==> src/rtl/au_pkg.sv <==
// Shared types and constants for the 32-bit arithmetic unit and its sequencer.
package au_pkg;

    localparam int AU_W = 32;

    typedef enum logic [1:0] {
        AU_ADD = 2'b00,
        AU_SUB = 2'b01,
        AU_MUL = 2'b10,
        AU_DIV = 2'b11
    } au_op_e;

    typedef enum logic [1:0] {
        IDLE   = 2'd0,
        LAUNCH = 2'd1,
        RUN    = 2'd2,
        DONE   = 2'd3
    } au_seq_state_e;

    typedef struct packed {
        logic [AU_W-1:0] s;
        logic [AU_W-1:0] hi;
        logic [AU_W-1:0] lo;
        logic            zero;
        logic            dbz;
    } au_rsp_t;

endpackage

==> src/rtl/au_sequencer_if.sv <==
// Request/response handshake bundle between a requester and the AU sequencer.
interface au_sequencer_if;
    import au_pkg::*;

    logic            req_valid;
    logic            req_ready;
    logic [1:0]      req_op;
    logic [AU_W-1:0] req_a;
    logic [AU_W-1:0] req_b;

    logic            rsp_valid;
    logic            rsp_ready;
    logic [AU_W-1:0] rsp_s;
    logic [AU_W-1:0] rsp_hi;
    logic [AU_W-1:0] rsp_lo;
    logic            rsp_zero;
    logic            rsp_dbz;

    // Requester side: issues operations and consumes responses.
    modport master (
        output req_valid, req_op, req_a, req_b, rsp_ready,
        input  req_ready, rsp_valid, rsp_s, rsp_hi, rsp_lo, rsp_zero, rsp_dbz
    );

    // Sequencer side: accepts operations and presents responses.
    modport slave (
        input  req_valid, req_op, req_a, req_b, rsp_ready,
        output req_ready, rsp_valid, rsp_s, rsp_hi, rsp_lo, rsp_zero, rsp_dbz
    );

endinterface

==> src/rtl/au_sequencer.sv <==
// Issue/complete controller for AU_32b: launches one operation at a time,
// waits out its fixed latency, and holds the captured result for the consumer.
module au_sequencer
    import au_pkg::*;
#(
    parameter int ADDSUB_CYCLES = 1,
    parameter int MUL_CYCLES    = 32,
    parameter int DIV_CYCLES    = 32,
    parameter int CNT_W         = 6
) (
    input  logic             clk,
    input  logic             rst_n,
    au_sequencer_if.slave    bus,
    output logic             busy,
    output logic [AU_W-1:0]  au_a,
    output logic [AU_W-1:0]  au_b,
    output logic [1:0]       au_op,
    output logic             au_rst_n,
    input  logic [AU_W-1:0]  au_s,
    input  logic [AU_W-1:0]  au_hi,
    input  logic [AU_W-1:0]  au_lo,
    input  logic             au_zero
);

    localparam logic [1:0] S_IDLE   = 2'(IDLE);
    localparam logic [1:0] S_LAUNCH = 2'(LAUNCH);
    localparam logic [1:0] S_RUN    = 2'(RUN);
    localparam logic [1:0] S_DONE   = 2'(DONE);

    logic [1:0]       state;
    logic [CNT_W-1:0] cnt;
    logic [CNT_W-1:0] load_cnt;
    logic             launch_n;
    au_rsp_t          rsp;
    logic             is_dbz;

    // Latency to wait out for the operation being offered.
    always_comb begin
        load_cnt = CNT_W'(ADDSUB_CYCLES);
        case (bus.req_op)
            AU_MUL:  load_cnt = CNT_W'(MUL_CYCLES);
            AU_DIV:  load_cnt = CNT_W'(DIV_CYCLES);
            default: load_cnt = CNT_W'(ADDSUB_CYCLES);
        endcase
    end

    assign is_dbz = (bus.req_op == AU_DIV) && (bus.req_b == '0);

    // Main FSM: accept, pulse the AU reset, count latency, capture and hold.
    always_ff @(posedge clk or negedge rst_n) begin
        if (!rst_n) begin
            state    <= S_IDLE;
            cnt      <= '0;
            launch_n <= 1'b1;
            au_a     <= '0;
            au_b     <= '0;
            au_op    <= 2'b00;
            rsp      <= '0;
        end else begin
            case (state)
                S_IDLE: begin
                    if (bus.req_valid) begin
                        au_a  <= bus.req_a;
                        au_b  <= bus.req_b;
                        au_op <= bus.req_op;
                        cnt   <= load_cnt;
                        if (is_dbz) begin
                            rsp     <= '0;
                            rsp.dbz <= 1'b1;
                            state   <= S_DONE;
                        end else begin
                            launch_n <= 1'b0;
                            state    <= S_LAUNCH;
                        end
                    end
                end
                S_LAUNCH: begin
                    launch_n <= 1'b1;
                    state    <= S_RUN;
                end
                S_RUN: begin
                    if (cnt != '0) begin
                        cnt <= cnt - 1'b1;
                    end
                    if (cnt <= CNT_W'(1)) begin
                        rsp.s    <= au_s;
                        rsp.hi   <= au_hi;
                        rsp.lo   <= au_lo;
                        rsp.zero <= au_zero;
                        rsp.dbz  <= 1'b0;
                        state    <= S_DONE;
                    end
                end
                S_DONE: begin
                    if (bus.rsp_ready) begin
                        state <= S_IDLE;
                    end
                end
                default: state <= S_IDLE;
            endcase
        end
    end

    assign au_rst_n      = rst_n & launch_n;
    assign busy          = (state != S_IDLE);
    assign bus.req_ready = (state == S_IDLE);
    assign bus.rsp_valid = (state == S_DONE);
    assign bus.rsp_s     = rsp.s;
    assign bus.rsp_hi    = rsp.hi;
    assign bus.rsp_lo    = rsp.lo;
    assign bus.rsp_zero  = rsp.zero;
    assign bus.rsp_dbz   = rsp.dbz;

endmodule

==> src/flat_wrapper.sv <==
// flat-port wrapper written by rule: the top's interface ports become plain ports
module au_sequencer_flat import au_pkg::*;
#(
    parameter int ADDSUB_CYCLES = 1,
    parameter int MUL_CYCLES    = 32,
    parameter int DIV_CYCLES    = 32,
    parameter int CNT_W         = 6
)
  (clk, rst_n, busy, au_a, au_b, au_op, au_rst_n, au_s, au_hi, au_lo, au_zero, bus_req_valid, bus_req_op, bus_req_a, bus_req_b, bus_rsp_ready, bus_req_ready, bus_rsp_valid, bus_rsp_s, bus_rsp_hi, bus_rsp_lo, bus_rsp_zero, bus_rsp_dbz);
  au_sequencer_if bus_i ();
  input  logic clk;
  input  logic rst_n;
  output logic busy;
  output logic [AU_W-1:0] au_a;
  output logic [AU_W-1:0] au_b;
  output logic [1:0] au_op;
  output logic au_rst_n;
  input  logic [AU_W-1:0] au_s;
  input  logic [AU_W-1:0] au_hi;
  input  logic [AU_W-1:0] au_lo;
  input  logic au_zero;
  input wire logic [$bits(bus_i.req_valid)-1:0] bus_req_valid;
  input wire logic [$bits(bus_i.req_op)-1:0] bus_req_op;
  input wire logic [$bits(bus_i.req_a)-1:0] bus_req_a;
  input wire logic [$bits(bus_i.req_b)-1:0] bus_req_b;
  input wire logic [$bits(bus_i.rsp_ready)-1:0] bus_rsp_ready;
  output wire logic [$bits(bus_i.req_ready)-1:0] bus_req_ready;
  output wire logic [$bits(bus_i.rsp_valid)-1:0] bus_rsp_valid;
  output wire logic [$bits(bus_i.rsp_s)-1:0] bus_rsp_s;
  output wire logic [$bits(bus_i.rsp_hi)-1:0] bus_rsp_hi;
  output wire logic [$bits(bus_i.rsp_lo)-1:0] bus_rsp_lo;
  output wire logic [$bits(bus_i.rsp_zero)-1:0] bus_rsp_zero;
  output wire logic [$bits(bus_i.rsp_dbz)-1:0] bus_rsp_dbz;
  assign bus_i.req_valid = bus_req_valid;
  assign bus_i.req_op = bus_req_op;
  assign bus_i.req_a = bus_req_a;
  assign bus_i.req_b = bus_req_b;
  assign bus_i.rsp_ready = bus_rsp_ready;
  assign bus_req_ready = bus_i.req_ready;
  assign bus_rsp_valid = bus_i.rsp_valid;
  assign bus_rsp_s = bus_i.rsp_s;
  assign bus_rsp_hi = bus_i.rsp_hi;
  assign bus_rsp_lo = bus_i.rsp_lo;
  assign bus_rsp_zero = bus_i.rsp_zero;
  assign bus_rsp_dbz = bus_i.rsp_dbz;
  au_sequencer #(.ADDSUB_CYCLES(ADDSUB_CYCLES), .MUL_CYCLES(MUL_CYCLES), .DIV_CYCLES(DIV_CYCLES), .CNT_W(CNT_W)) u_core (.clk(clk), .rst_n(rst_n), .bus(bus_i), .busy(busy), .au_a(au_a), .au_b(au_b), .au_op(au_op), .au_rst_n(au_rst_n), .au_s(au_s), .au_hi(au_hi), .au_lo(au_lo), .au_zero(au_zero));
endmodule
==> config.mk <==
export PLATFORM = sky130hd
export DESIGN_NAME = au_sequencer_flat
export DESIGN_NICKNAME = d
export VERILOG_FILES = /design/src/rtl/au_pkg.sv /design/src/rtl/au_sequencer_if.sv /design/src/rtl/au_sequencer.sv /design/src/flat_wrapper.sv
export SDC_FILE = /design/constraint.sdc
export NUM_CORES = 1
export LEC_CHECK = 0
export CORE_MARGIN = 5
export CORE_UTILIZATION = 41
export DETAILED_ROUTE_END_ITERATION = 6
export PLACE_DENSITY_LB_ADDON = 0.3
export RECOVER_POWER = 25
export SYNTH_ARGS = -nofsm -noshare
export SYNTH_HDL_FRONTEND = slang
export SYNTH_SLANG_ARGS = --single-unit
==> constraint.sdc <==
create_clock -name clk -period 2.5 [get_ports clk]
set_input_delay 0.5 -clock clk [delete_from_list [all_inputs] [get_ports clk]]
set_output_delay 0.5 -clock clk [all_outputs]
set_load 0.05 [all_outputs]
==> flow_metrics.tcl <==
set metrics [dict create \
    status "finished with violations" \
    violations "max-capacitance violations, max-slew violations" \
    critical_path_class "register to output port" \
    post-route-util 0.669 \
    synth_fp_nets 831 \
    io_buffers 334 \
    cts_resized 0 \
    crit_required_ns 2.00 \
    finClkSkew_ns 0.00825 \
    slew_viol_final 174 \
    hold_viol 0 \
    routed_wl_um 21700 \
    layout.nets 1160 \
    leakagePower_uw 0.00469 \
    grt_pass1_wl_um 34100 \
    detail_route.wl_per_cell_um 17.7 \
    nFillCells 1380 \
    grt_max_degree 174 \
    first_iter_violations 296 \
    rows 48 \
    synth_xor_area_frac 0.00368 \
    gp_congestion 0.808 \
    synthAdderAreaFrac 0.0105 \
    fmax_mhz 421 \
    synth_area_mm2 0.00714 \
    numCtsBuffers 17 \
    initial_core_util 0.416 \
    cp-end-kind "output port" \
    cts.sinks 173 \
    drt-pass1-iter-count 4 \
    ys_warn_count 0 \
    reg2reg_setup_slack_ns 0.25 \
    die-area_mm2 0.0202 \
    setup_viol 0 \
    synth-compound-area-share 0.0988 \
    synthSimpleGateAreaFrac 0.137 \
    synth_top_family_by_area "simple AND/OR/NAND/NOR gates" \
    timing.critical_path.fanout_max 4 \
    fin_crit_ns 2.37 \
    drv_cap 1 \
    netlist-cell-type-count 34 \
    io_pins 335 \
    cts_tree "built" \
    post-route-drc-count 0 \
    yosysSeqAreaShare 0.606 \
    antenna_found_initial 0 \
    via_count 6122 \
    p_per_area_mw_per_mm2 1550 \
    drive_gt1_frac 0.130 \
    cts.root.buffer_cell "clkbuf_16" \
    avgSynthCellArea_um2 10.9 \
    grt_pass1_vias 6313 \
    vdd_drop_max_mv 0.935 \
    cts_max_level 4 \
    ctsHoldBuffers 0 \
    cts_buffer_depth 2 \
    seqCellArea_mm2 0.00433 \
    ys_seq_elements 173 \
    die_w_um 142 \
    drtAntennaViolNets 0 \
    grtUsageTotal 0.213 \
    die_y_um 142 \
    whs_path_depth 2 \
    overflow 0 \
    tightest_slew_ns 1.58 \
    crit_arrival_ns 1.87 \
    dpl.hpwl_um 15600 \
    clkSlewWorstSetupHoldPaths_ns 0.06 \
    area_growth_pct 60.9 \
    max-slew-margin-rel -0.0542 \
    start_kind "register" \
    min_period_over_period 0.949 \
    finalSetupTns_ns 0 \
    core_mm2 0.0172 \
    reg2regPathDepth 7 \
    clk-insertion-delay-late_ns 0.42 \
    antenna-diode-count 0 \
    vias_per_cell 5.00 \
    multi_input_area_mm2 0.00262 \
    rsz0062_at_grt "false" \
    post_cts_buffers 0 \
    syn-instance-count 658 \
    synthMuxAreaShare 0.111 \
    hold_class "register to register" \
]
per-stage QoR:
step	worst slack (ns)	total power [uW]	cell area, um2	cells	hold slack (ns)
floorplan	0.146	11500	7150	658	0.204
global placement	0.0332	15200	10900	1193	0.486
detailed placement	-0.0391	15300	10900	1193	0.493
CTS	0.0927	18100	11500	1224	0.322
global route	0.0489	18700	11500	1224	0.518
finish	0.127	17900	11500	1224	0.500
final cells by class:
cell class,instances,area share
flip-flops and latches,173,0.377
repair buffers,358,0.318
multi-input cells,430,0.228
clock buffers,21,0.0392
well taps,225,0.0245
clock inverters,10,0.0121
inverters,7,0.00229
power breakdown:
part	total (uW)	switching (uW)	internal, uW
Sequential	4790	697	4100
Clock	2670	1080	1600
Combinational	10400	6780	3620
Total	17900	8550	9310
per-layer routing:
metal,share of wire,global-route usage,vias up
li1,-,-,2949
met1,0.40,0.262,2915
met2,0.50,0.356,223
met3,0.081,0.0649,35
met4,0.025,0.0798,0
met5,0,0,-
sequential cells by signal (all words and copies together) (netlist names):
signal and flops:
u_core.bus.rsp_hi 32, u_core.au_b 32, u_core.bus.rsp_lo 32, u_core.au_a 32, u_core.launch_n 1, u_core.au_op 2, u_core.cnt 6, u_core.state 2
u_core.bus.rsp_dbz 1, u_core.bus.rsp_zero 1, u_core.bus.rsp_s 32
kinds of logic after synthesis:
logic type               after synthesis
AND/OR/NAND/NOR                      239
flip-flops                           173
AO/OA/AOI/OAI                        111
multiplexers                          71
buffers and inverters                 55
adder cells (fa/ha/maj)                6
XOR/XNOR                               3
cell usage after synthesis:
library cell	count	area, um2
o21bai_1	2	15.0
xnor2_1	1	8.76
o21ai_1	1	5.00
nand4_1	2	12.5
dfrtp_1	172	4300
buf_1	5	18.8
inv_1	7	26.3
nor2b_1	1	6.26
nand3_1	2	10.0
o21ai_0	2	10.0
buf_2	7	35.0
mux2i_1	4	40.0
xor2_1	2	17.5
ha_1	6	75.1
nand2b_1	1	6.26
a22o_1	2	17.5
a211oi_2	1	12.5
nor4_1	9	56.3
mux2_2	67	754
nand2_1	202	758
and2_1	1	6.26
clkbuf_1	32	120
nor3b_1	1	7.51
a21oi_1	3	15.0
o22ai_1	97	607
buf_4	4	30.0
dfstp_2	1	26.3
nor4b_1	2	17.5
nor4_4	1	21.3
o221ai_1	1	8.76
or4_1	3	22.5
nor3_1	4	20.0
nor2_1	10	37.5
o31ai_1	2	15.0
critical path: stages (launching register included):
cell and delay, ns:
dfrtp_1 0.43, ha_1 0.20, clkdlybuf4s50_1 0.83
cell usage in the layout, fill, tap and decap left out, drive strengths merged:
master / count
a22o: 2
clkinv: 5
or4: 3
xnor2: 1
dfrtp: 172
o22ai: 97
clkbuf: 22
nand2b: 1
mux2i: 4
dfstp: 1
nand4: 2
nand2: 202
o21bai: 2
nor2: 10
o221ai: 1
o21ai: 3
inv: 8
a211oi: 1
nor3b: 1
nor4b: 2
nor2b: 1
xor2: 2
mux2: 67
nor3: 4
ha: 6
nand3: 2
o31ai: 2
bufinv: 3
and2: 1
clkinvlp: 1
clkdlybuf4s50: 330
a21oi: 3
buf: 27
nor4: 10
worst paths after layout:
path / from / endpoint
worst max-delay path: u_core.state[1]$_DFFE_PN0P_ / bus_rsp_valid
worst min-delay path: u_core.launch_n$_DFFE_PN1P_ / u_core.launch_n$_DFFE_PN1P_
worst max register to register: u_core.cnt[2]$_DFFE_PN0P_ / u_core.bus.rsp_s[20]$_DFFE_PN0P_
worst min register to register: u_core.launch_n$_DFFE_PN1P_ / u_core.launch_n$_DFFE_PN1P_
max in group asynchronous: rst_n / u_core.bus.rsp_hi[18]$_DFFE_PN0P_
min in group asynchronous: rst_n / u_core.au_b[2]$_DFFE_PN0P_
(Power assumes the default switching activity.)
